## config.mk

```make
export PLATFORM = sky130hd
export DESIGN_NAME = stage_if
export DESIGN_NICKNAME = d
export VERILOG_FILES = /design/src/rtl/stage_if.sv
export SDC_FILE = /design/constraint.sdc
export NUM_CORES = 1
export LEC_CHECK = 0
export ABC_AREA = 1
export CAP_MARGIN = 25
export CORE_UTILIZATION = 62
export DETAILED_ROUTE_END_ITERATION = 7
export DONT_BUFFER_PORTS = 1
export PLACE_DENSITY_LB_ADDON = 0.2
export SLEW_MARGIN = 25
export SYNTH_ARGS = -nofsm -noshare
export SYNTH_HDL_FRONTEND = slang
export SYNTH_SLANG_ARGS = --single-unit
```

## constraint.sdc

```tcl
create_clock -name i_clk -period 3.79 [get_ports i_clk]
set_input_delay 0.379 -clock i_clk [delete_from_list [all_inputs] [get_ports i_clk]]
set_output_delay 0.379 -clock i_clk [all_outputs]
set_load 0.05 [all_outputs]
```

## src/rtl/stage_if.sv

```systemverilog
// Instruction-fetch stage: program counter, fetch request/grant towards
// instruction memory, in-order response capture into a small queue, and
// presentation of one instruction per cycle to decode. A redirect from
// execute flushes the queue; responses still in flight for flushed fetches
// are counted and silently dropped when they come back.
module stage_if #(
  parameter logic [31:0] RESET_PC = 32'h0000_0000,
  parameter int          DEPTH    = 4
) (
  input  logic        i_clk,
  input  logic        i_rst_n,
  output logic        o_imem_req,
  output logic [31:0] o_imem_addr,
  input  logic        i_imem_gnt,
  input  logic        i_imem_rvalid,
  input  logic [31:0] i_imem_rdata,
  input  logic        i_jump_en,
  input  logic [31:0] i_jump_addr,
  input  logic        i_stall,
  output logic [31:0] o_inst,
  output logic [31:0] o_inst_addr,
  output logic        o_inst_valid
);

  // Pointer width, allocation-count width and discard-counter width.
  // The discard counter carries two extra bits: back-to-back redirects can
  // stack stale responses from more than one flushed window.
  localparam int PW = (DEPTH > 1) ? $clog2(DEPTH) : 1;
  localparam int CW = PW + 1;
  localparam int DW = PW + 3;

  localparam logic [31:0] NOP_INST = 32'h0000_0013;

  // Architectural fetch state
  logic [31:0]      pc_r;
  logic [31:0]      addr_q_r [DEPTH];
  logic [31:0]      data_q_r [DEPTH];
  logic [DEPTH-1:0] filled_r;
  logic [PW-1:0]    head_r;
  logic [PW-1:0]    tail_r;
  logic [PW-1:0]    fill_r;
  logic [CW-1:0]    alloc_cnt_r;
  logic [CW-1:0]    unfilled_cnt_r;
  logic [DW-1:0]    discard_r;

  // Next-state values
  logic [31:0]      pc_n_s;
  logic [PW-1:0]    head_n_s;
  logic [PW-1:0]    tail_n_s;
  logic [PW-1:0]    fill_n_s;
  logic [CW-1:0]    alloc_cnt_n_s;
  logic [CW-1:0]    unfilled_cnt_n_s;
  logic [DW-1:0]    discard_n_s;

  // Per-cycle events
  logic             full_s;
  logic             req_s;
  logic             grant_s;
  logic             head_valid_s;
  logic             pop_s;
  logic             drop_s;
  logic             fill_s;
  logic [DW-1:0]    outstanding_s;
  logic [31:0]      jump_target_s;

  // Event decode: request, grant, pop, response routing
  always_comb begin
    full_s        = (alloc_cnt_r == CW'(DEPTH));
    req_s         = i_rst_n & ~full_s & ~i_jump_en;
    grant_s       = req_s & i_imem_gnt;
    head_valid_s  = (alloc_cnt_r != {CW{1'b0}}) & filled_r[head_r];
    pop_s         = head_valid_s & ~i_stall & ~i_jump_en;
    drop_s        = i_imem_rvalid & (discard_r != {DW{1'b0}}) & ~i_jump_en;
    fill_s        = i_imem_rvalid & (discard_r == {DW{1'b0}}) &
                    (unfilled_cnt_r != {CW{1'b0}}) & ~i_jump_en;
    outstanding_s = discard_r + DW'(unfilled_cnt_r);
    jump_target_s = i_jump_addr & 32'hFFFF_FFFC;
  end

  // Next-state computation for PC, pointers and counters; redirect wins
  always_comb begin
    pc_n_s           = pc_r;
    head_n_s         = head_r;
    tail_n_s         = tail_r;
    fill_n_s         = fill_r;
    alloc_cnt_n_s    = alloc_cnt_r;
    unfilled_cnt_n_s = unfilled_cnt_r;
    discard_n_s      = discard_r;
    if (i_jump_en) begin
      pc_n_s           = jump_target_s;
      head_n_s         = {PW{1'b0}};
      tail_n_s         = {PW{1'b0}};
      fill_n_s         = {PW{1'b0}};
      alloc_cnt_n_s    = {CW{1'b0}};
      unfilled_cnt_n_s = {CW{1'b0}};
      // A response arriving this cycle is absorbed by the flush itself.
      if (i_imem_rvalid && (outstanding_s != {DW{1'b0}})) begin
        discard_n_s = outstanding_s - DW'(1);
      end else begin
        discard_n_s = outstanding_s;
      end
    end else begin
      if (grant_s) begin
        pc_n_s   = pc_r + 32'd4;
        tail_n_s = tail_r + PW'(1);
      end else begin
        pc_n_s   = pc_r;
        tail_n_s = tail_r;
      end
      if (pop_s) begin
        head_n_s = head_r + PW'(1);
      end else begin
        head_n_s = head_r;
      end
      if (fill_s) begin
        fill_n_s = fill_r + PW'(1);
      end else begin
        fill_n_s = fill_r;
      end
      if (drop_s) begin
        discard_n_s = discard_r - DW'(1);
      end else begin
        discard_n_s = discard_r;
      end
      alloc_cnt_n_s    = alloc_cnt_r + CW'(grant_s) - CW'(pop_s);
      unfilled_cnt_n_s = unfilled_cnt_r + CW'(grant_s) - CW'(fill_s);
    end
  end

  // PC, pointer and counter registers
  always_ff @(posedge i_clk or negedge i_rst_n) begin
    if (!i_rst_n) begin
      pc_r           <= RESET_PC;
      head_r         <= {PW{1'b0}};
      tail_r         <= {PW{1'b0}};
      fill_r         <= {PW{1'b0}};
      alloc_cnt_r    <= {CW{1'b0}};
      unfilled_cnt_r <= {CW{1'b0}};
      discard_r      <= {DW{1'b0}};
    end else begin
      pc_r           <= pc_n_s;
      head_r         <= head_n_s;
      tail_r         <= tail_n_s;
      fill_r         <= fill_n_s;
      alloc_cnt_r    <= alloc_cnt_n_s;
      unfilled_cnt_r <= unfilled_cnt_n_s;
      discard_r      <= discard_n_s;
    end
  end

  // Filled flags: cleared on allocate or flush, set when the response lands
  always_ff @(posedge i_clk or negedge i_rst_n) begin
    if (!i_rst_n) begin
      filled_r <= {DEPTH{1'b0}};
    end else if (i_jump_en) begin
      filled_r <= {DEPTH{1'b0}};
    end else begin
      // The tail slot is free and the fill slot is allocated, so the two
      // indices never coincide in the same cycle.
      if (grant_s) begin
        filled_r[tail_r] <= 1'b0;
      end
      if (fill_s) begin
        filled_r[fill_r] <= 1'b1;
      end
    end
  end

  // Queue payload: address captured at grant, instruction word at response
  always_ff @(posedge i_clk or negedge i_rst_n) begin
    if (!i_rst_n) begin
      for (int i = 0; i < DEPTH; i++) begin
        addr_q_r[i] <= 32'h0000_0000;
        data_q_r[i] <= 32'h0000_0000;
      end
    end else begin
      if (grant_s) begin
        addr_q_r[tail_r] <= pc_r;
      end
      if (fill_s) begin
        data_q_r[fill_r] <= i_imem_rdata;
      end
    end
  end

  // Output drive: request is gated by redirect, decode sees head or a NOP
  always_comb begin
    o_imem_req   = req_s;
    o_imem_addr  = pc_r;
    o_inst_valid = head_valid_s;
    if (head_valid_s) begin
      o_inst      = data_q_r[head_r];
      o_inst_addr = addr_q_r[head_r];
    end else begin
      o_inst      = NOP_INST;
      o_inst_addr = 32'h0000_0000;
    end
  end

endmodule
```

==> impl_metrics.env, run 1 <==
export IMPL_cp_arrival_ps=3040
export IMPL_yosys_area_top_type_share=0.512
export IMPL_antenna_cells=0
export IMPL_violations="negative hold slack"
export IMPL_r2r_start="alloc_cnt_r[1]"
export IMPL_synth_simple_gate_area_frac=0.208
export IMPL_syn_area_um2=14600
export IMPL_crit_start="head_r[0]"
export IMPL_worst_clock_skew_ps=11.5
export IMPL_placement_io_buffers=0
export IMPL_grt_pass1_vias=12300
export IMPL_fin_crit_sh=0.901
export IMPL_crit_end="o_inst[0]"
export IMPL_grt_pass1_wl_mm=62.0
export IMPL_setup_ws_ps=374
export IMPL_drive_gt1_frac=0.0843
export IMPL_finalCriticalPeriod_ps=3420
export IMPL_synth_cell_types=40
export IMPL_syn_area_per_cell_um2=8.01
export IMPL_drc=0
export IMPL_ys_top_cells_by_area="dfrtp_1, nand2_1, o21ai_0"
export IMPL_leakage_nw=7.60
export IMPL_synth_main_ff_cell="dfrtp_1"
export IMPL_drv_slew=0
export IMPL_worst_hold_slack_ps=-488
export IMPL_track_usage=0.320
export IMPL_antenna_found_initial=0
export IMPL_nets=1931
export IMPL_cts_tree="yes"
export IMPL_die_area_um2=24200
export IMPL_finalSetupViolCount=0
export IMPL_worstSetupEndpointType="output port"
export IMPL_post_cts_buffers=0
export IMPL_synth_seq_cells=299
export IMPL_core_area_um2=22800
export IMPL_detail_route_first_pass_iterations=6
export IMPL_clk_pin_slew_worst_paths_ps=60
export IMPL_ys_seq_area_frac=0.512
export IMPL_pwr_density_cell_nw_per_um2=516
export IMPL_pre_cts_slack_ps=818
export IMPL_vias=12700
export IMPL_ctsLongestPathBuffers=3
export IMPL_ios=168
export IMPL_synth_adder_area_share=0.0204
export IMPL_cp_required_ps=3410
export IMPL_critPathSlowestCell="dfrtp_4"
export IMPL_ys_warnings_count=0
export IMPL_wl_per_cell_um=17.5
export IMPL_cts_root_buffer="clkbuf_16"
export IMPL_fp_dieW_um=156
export IMPL_grt_max_degree=301
export IMPL_worstPathMaxFanout=60
export IMPL_max_freq_mhz=293
export IMPL_hold_buffers=22
export IMPL_synth_most_common_cell="nand2_1"
export IMPL_slew_headroom=0.407
export IMPL_synth_xor_area_frac=0.0144
export IMPL_grt_setup_unrepaired="no"
export IMPL_num_rows=55
export IMPL_worstReg2RegEnd="unfilled_cnt_r[1]"
export IMPL_finalHoldViolCount=299
export IMPL_synthMuxAreaShare=0
export IMPL_drt_initial_drc_count=1283
export IMPL_overflow=0
export IMPL_status="finished with violations"
export IMPL_ff2ff_path_depth=10
export IMPL_crit_chain="clkinv_2 -> o21ai_0 -> o22ai_1 -> nand2_2 -> buf_6 -> inv_1 -> o221ai_1 -> buf_4"
export IMPL_initial_core_util=0.640
export IMPL_fin_tns_setup_ps=0
export IMPL_r2r_slack_ps=990
export IMPL_ant_nets=0
export IMPL_vias_per_cell=5.85
export IMPL_die_y_um=156
export IMPL_synth_compound_area_share=0.175
export IMPL_peakVddDrop_mv=0.394
export IMPL_clock_latency_ps=570
export IMPL_synth_top_family_by_area="simple AND/OR/NAND/NOR gates"
export IMPL_cts_sinks=299
export IMPL_area_growth_pct=11.6
export IMPL_yosysTopAreaCell="dfrtp_1"
export IMPL_synthTopCellsByCount="nand2_1, dfrtp_1, nor2_1"
export IMPL_numCtsBuffers=31
export IMPL_crit_path_max_incr_delay_ps=710
export IMPL_hp_class="input port to async pin"
export IMPL_hpwl_mm=22.3
export IMPL_drv_cap=0
export IMPL_routed_wl_mm=38.0
export IMPL_synthCells=1824
export IMPL_ys_async_sr_fraction=1.00
export IMPL_start_kind="flop"
export IMPL_tightest_slew_ps=886
export IMPL_place_gp_congestion=0.940
export IMPL_crit_type="flop to output port"
export IMPL_synth_edf_count=0
export IMPL_htree_levels=1
==> worst max-delay path, delay by kind of cell (launching register included) <==
family	cells	cell delay, ps
buffers and inverters	4	1230
DFF	1	710
AOI/OAI and AO/OA	3	430
and+or+nand+nor	1	90
==> kinds of logic (layout without fill, tap and decap cells) <==
| group | Yosys count | count (layout) |
|---|---|---|
| buffers and inverters | 229 | 265 |
| AOI/OAI and AO/OA | 491 | 491 |
| adders and majority gates | 22 | 22 |
| DFF | 299 | 299 |
| other | 1 | 4 |
| xor gates and xnor gates | 24 | 24 |
| and+or+nand+nor | 758 | 758 |
==> sequential cells by signal, indices dropped and copies added (netlist names) <==
name            cells
data_q_r          128
addr_q_r          120
o_imem_addr        30
discard_r           5
filled_r            4
alloc_cnt_r         3
unfilled_cnt_r      3
fill_r              2
head_r              2
tail_r              2
==> through the flow <==
step | instance area (µm²) | hold WS [ps] | utilization | total power [mW] | instances
after floorplan | 14600 | 83.4 | - | 4.84 | 1827
after global placement | 15000 | 101 | 0.655 | 5.03 | 2097
after detailed placement | 15000 | 99.4 | 0.656 | 5.10 | 2097
after CTS | 16300 | -485 | 0.714 | 8.43 | 2176
after global routing | 16300 | -493 | 0.714 | 8.79 | 2176
final | 16300 | -488 | 0.714 | 8.41 | 2176
==> final cells by class <==
cell class              count  area (µm²)
repair buffers             95         771
multi-input cells        1299        6120
well taps                 313         392
inverters                 113         430
flip-flops and latches    299        7490
clock inverters            18         280
clock buffers              39         836
fillers                  1827        6530
==> layer usage <==
layer / share of wire / vias to the layer above / track usage / wire length (µm)
met5: 0 / - / 0 / 0
met4: 0.032 / 0 / 0.108 / 1220
met3: 0.088 / 83 / 0.0610 / 3360
met2: 0.46 / 535 / 0.515 / 17600
met1: 0.42 / 6150 / 0.438 / 15800
li1: - / 5967 / - / -
==> report_power, final <==
part / switching, mW / internal, mW
Clock: 1.28 / 2.03
Sequential: 0.409 / 3.58
Combinational: 0.689 / 0.414
==> how the worst min path moves through the flow <==
| stage | startpoint | endpoint | slack, ps | cells after the start |
|---|---|---|---|---|
| 2_1_floorplan | i_rst_n | addr_q_r[100] | 80 | 0 |
| 3_3_place_gp | i_rst_n | addr_q_r[8] | 100 | 0 |
| 3_5_place_dp | i_rst_n | addr_q_r[8] | 100 | 0 |
| 4_1_cts | i_rst_n | addr_q_r[8] | -480 | 0 |
| 5_1_grt | i_rst_n | addr_q_r[8] | -490 | 0 |
| 6_report | i_rst_n | addr_q_r[8] | -490 | 0 |
==> layout by cell type (no fill, tap or decap), types with 5 or more instances in the layout <==
cell type and n:
clkbuf_1 5, nand2_4 5, nand3_1 32, o221ai_1 12
dlygate4sd3_1 21, bufinv_16 7, a21oi_1 68, nor3_1 10
o21ai_1 149, buf_4 71, inv_1 107, ha_1 19
clkinv_2 9, xor2_1 22, clkbuf_16 31, nand2_2 8
o211ai_1 10, nor2_1 292, nand2_1 387, dfrtp_1 297
nand4_1 8, o21ai_0 246
==> timing repair <==
| action | 4_1_cts | 5_1_grt |
|---|---|---|
| endpoints found under the setup margin | 0 | 3 |
| resized for setup | 0 | 1 |
| hold endpoints to repair | 329 | 299 |
Note: power is estimated with default switching activity, not from simulation.
==> inputs of run 2 (changes only) <==
- CELL_PAD_IN_SITES_DETAIL_PLACEMENT: not set -> 1
- CELL_PAD_IN_SITES_GLOBAL_PLACEMENT: not set -> 1
- CORE_UTILIZATION: 62 -> 48
- clock period: 3.79 -> 3.6 ns (I/O delays scaled with it)
==> run 2 against run 1 <==
  * The flow still finishes with violations (negative hold slack)
  * Global-route usage fell by 3.6 points
  * Clock power up 2%
  * Core utilization decreased by 17 points
  * Largest power group unchanged
  * Cell area did not move
  * Critical path depth down 3
==> impl_metrics.env, run 2 (synthesis gave the netlist of run 1 again) <==
export IMPL_detail_route_first_pass_iterations=5
export IMPL_num_rows=63
export IMPL_numCtsBuffers=34
export IMPL_crit_family="buffers and inverters"
export IMPL_placement_io_buffers=0
export IMPL_drive_gt1_frac=0.0845
export IMPL_pwr_density_cell_nw_per_um2=538
export IMPL_worstPathMaxFanout=90
export IMPL_antenna_cells=0
export IMPL_leakage_nw=7.57
export IMPL_n_fill_cell=3667
export IMPL_finalHoldViolCount=299
export IMPL_tightest_slew_ps=959
export IMPL_final_util=0.548
export IMPL_hold_buffers=11
export IMPL_core_area_um2=29800
export IMPL_power_switching_mw=2.56
export IMPL_final_common_cell="nand2_1"
export IMPL_place_gp_congestion=0.846
export IMPL_cp_arrival_ps=2730
export IMPL_crit_path_max_incr_delay_ps=720
export IMPL_drv_cap=0
export IMPL_peakVddDrop_mv=0.339
export IMPL_placed_cell_area_um2=15100
export IMPL_status="finished with violations"
export IMPL_largest_reg_flops=128
export IMPL_vias_per_cell=5.61
export IMPL_max_freq_mhz=324
export IMPL_worst_clock_skew_ps=13.1
export IMPL_intPower_mw=6.21
export IMPL_initial_core_util=0.490
export IMPL_top_register="data_q_r"
export IMPL_ios=168
export IMPL_path_buf_inv=3
export IMPL_final_area_um2=16300
export IMPL_hp_class="input port to async pin"
export IMPL_p_sw_frac=0.291
export IMPL_clock_latency_ps=510
export IMPL_fp_dieW_um=176
export IMPL_track_usage=0.284
export IMPL_ctsLongestPathBuffers=3
export IMPL_hpwl_mm=25.8
export IMPL_ant_nets=0
export IMPL_drt_initial_drc_count=886
export IMPL_post_cts_buffers=0
export IMPL_mostFrequentLayoutCells="nand2_1, dfrtp_1, nor2_1"
export IMPL_slew_headroom=0.360
export IMPL_antenna_found_initial=0
export IMPL_htree_levels=2
export IMPL_grt_max_degree=301
export IMPL_worst_hold_slack_ps=-451
export IMPL_finalSetupViolCount=0
export IMPL_start_kind="flop"
export IMPL_drv_slew=0
export IMPL_worstReg2RegEnd="unfilled_cnt_r[1]"
export IMPL_cts_resized=0
export IMPL_r2r_start="alloc_cnt_r[1]"
export IMPL_violations="negative hold slack"
export IMPL_fin_tns_setup_ps=0
export IMPL_grt_pass1_wl_mm=70.1
export IMPL_grt_setup_unrepaired="no"
export IMPL_overflow=0
export IMPL_crit_type="flop to output port"
export IMPL_cpMostUsedCell="buf_4"
export IMPL_path_depth=5
export IMPL_fin_crit_sh=0.858
export IMPL_cts_root_buffer="clkbuf_16"
export IMPL_power_total_mw=8.77
export IMPL_routed_wl_mm=43.2
export IMPL_wl_per_cell_um=19.2
export IMPL_nets=1926
export IMPL_cp_required_ps=3240
export IMPL_die_y_um=176
export IMPL_area_growth_pct=11.6
export IMPL_critPathSlowestCell="buf_4"
export IMPL_cts_tree="yes"
export IMPL_die_area_um2=31100
export IMPL_seqPwrFrac=0.479
export IMPL_finalCriticalPeriod_ps=3090
export IMPL_clk_pin_slew_worst_paths_ps=60
export IMPL_worstSetupEndpointType="output port"
export IMPL_r2r_slack_ps=840
export IMPL_combPwrFrac=0.136
export IMPL_drc=0
export IMPL_crit_chain="clkinv_2 -> buf_4 -> o21ai_0 -> a21oi_1 -> buf_4"
export IMPL_vias=12600
export IMPL_clockPowerShare=0.385
export IMPL_cts_sinks=299
export IMPL_ff2ff_path_depth=10
export IMPL_grt_pass1_vias=13200
==> run 2: cell types whose count changed in the layout (fill, tap and decap cells not counted), moves of 3 or more <==
cell           previous run  this run
buf_4                    71        74
bufinv_16                 7         1
clkbuf_1                  5        11
clkbuf_16                31        35
clkbuf_8                  3         7
dlygate4sd3_1            21        11
==> run 2: worst max path at each step <==
stage / start / to / slack (ps)
2_1_floorplan: i_jump_en / alloc_cnt_r[2] / 1040
5_1_grt: head_r[0] / o_inst_addr[21] / 440
4_1_cts: head_r[0] / o_inst_addr[21] / 510
3_5_place_dp: i_jump_en / unfilled_cnt_r[1] / 790
3_3_place_gp: i_jump_en / unfilled_cnt_r[1] / 890
6_report: head_r[0] / o_inst_addr[21] / 510
==> run 2: metrics by stage <==
stage	worst slack [ps]	instances
floorplan	1040	1827
global placement	893	2177
CTS	511	2249
finish	513	2249
global route	437	2249
detailed placement	791	2177
==> run 2: worst reg2reg max path, stage by stage (launching register included) <==
cell	delay (ps)
dfrtp_1	410
inv_1	110
a31oi_4	470
nand2_4	310
inv_4	260
nor2_1	120
o21bai_1	190
ha_1	210
inv_1	80
fa_1	430
nor2_1	110
==> run 2: power by group through the flow <==
stage	combinational [mW]	sequential, mW	clock [mW]
3_5_place_dp	1.17	4.25	0
3_3_place_gp	1.09	4.23	0
4_1_cts	1.20	4.20	3.44
5_1_grt	1.39	4.26	3.56
6_report	1.19	4.20	3.37
2_1_floorplan	0.925	4.17	0
==> run 2: area by class of cell <==
cell class                      count  area (µm²)  share of cell area
Sequential cell                   299        7490               0.459
Multi-Input combinational cell   1299        6120               0.375
Clock buffer                       53        1010              0.0621
Timing Repair Buffer               87         706              0.0433
Tap cell                          390         488              0.0299
Inverter                          113         430              0.0264
Clock inverter                      8        71.3             0.00437
==> run 2: per-layer routing <==
layer	global-route usage	vias up	part of all wire
met4	0.0830	0	0.024
met1	0.382	6291	0.45
li1	-	5945	-
met2	0.468	300	0.47
met5	0	-	0
met3	0.0521	75	0.055
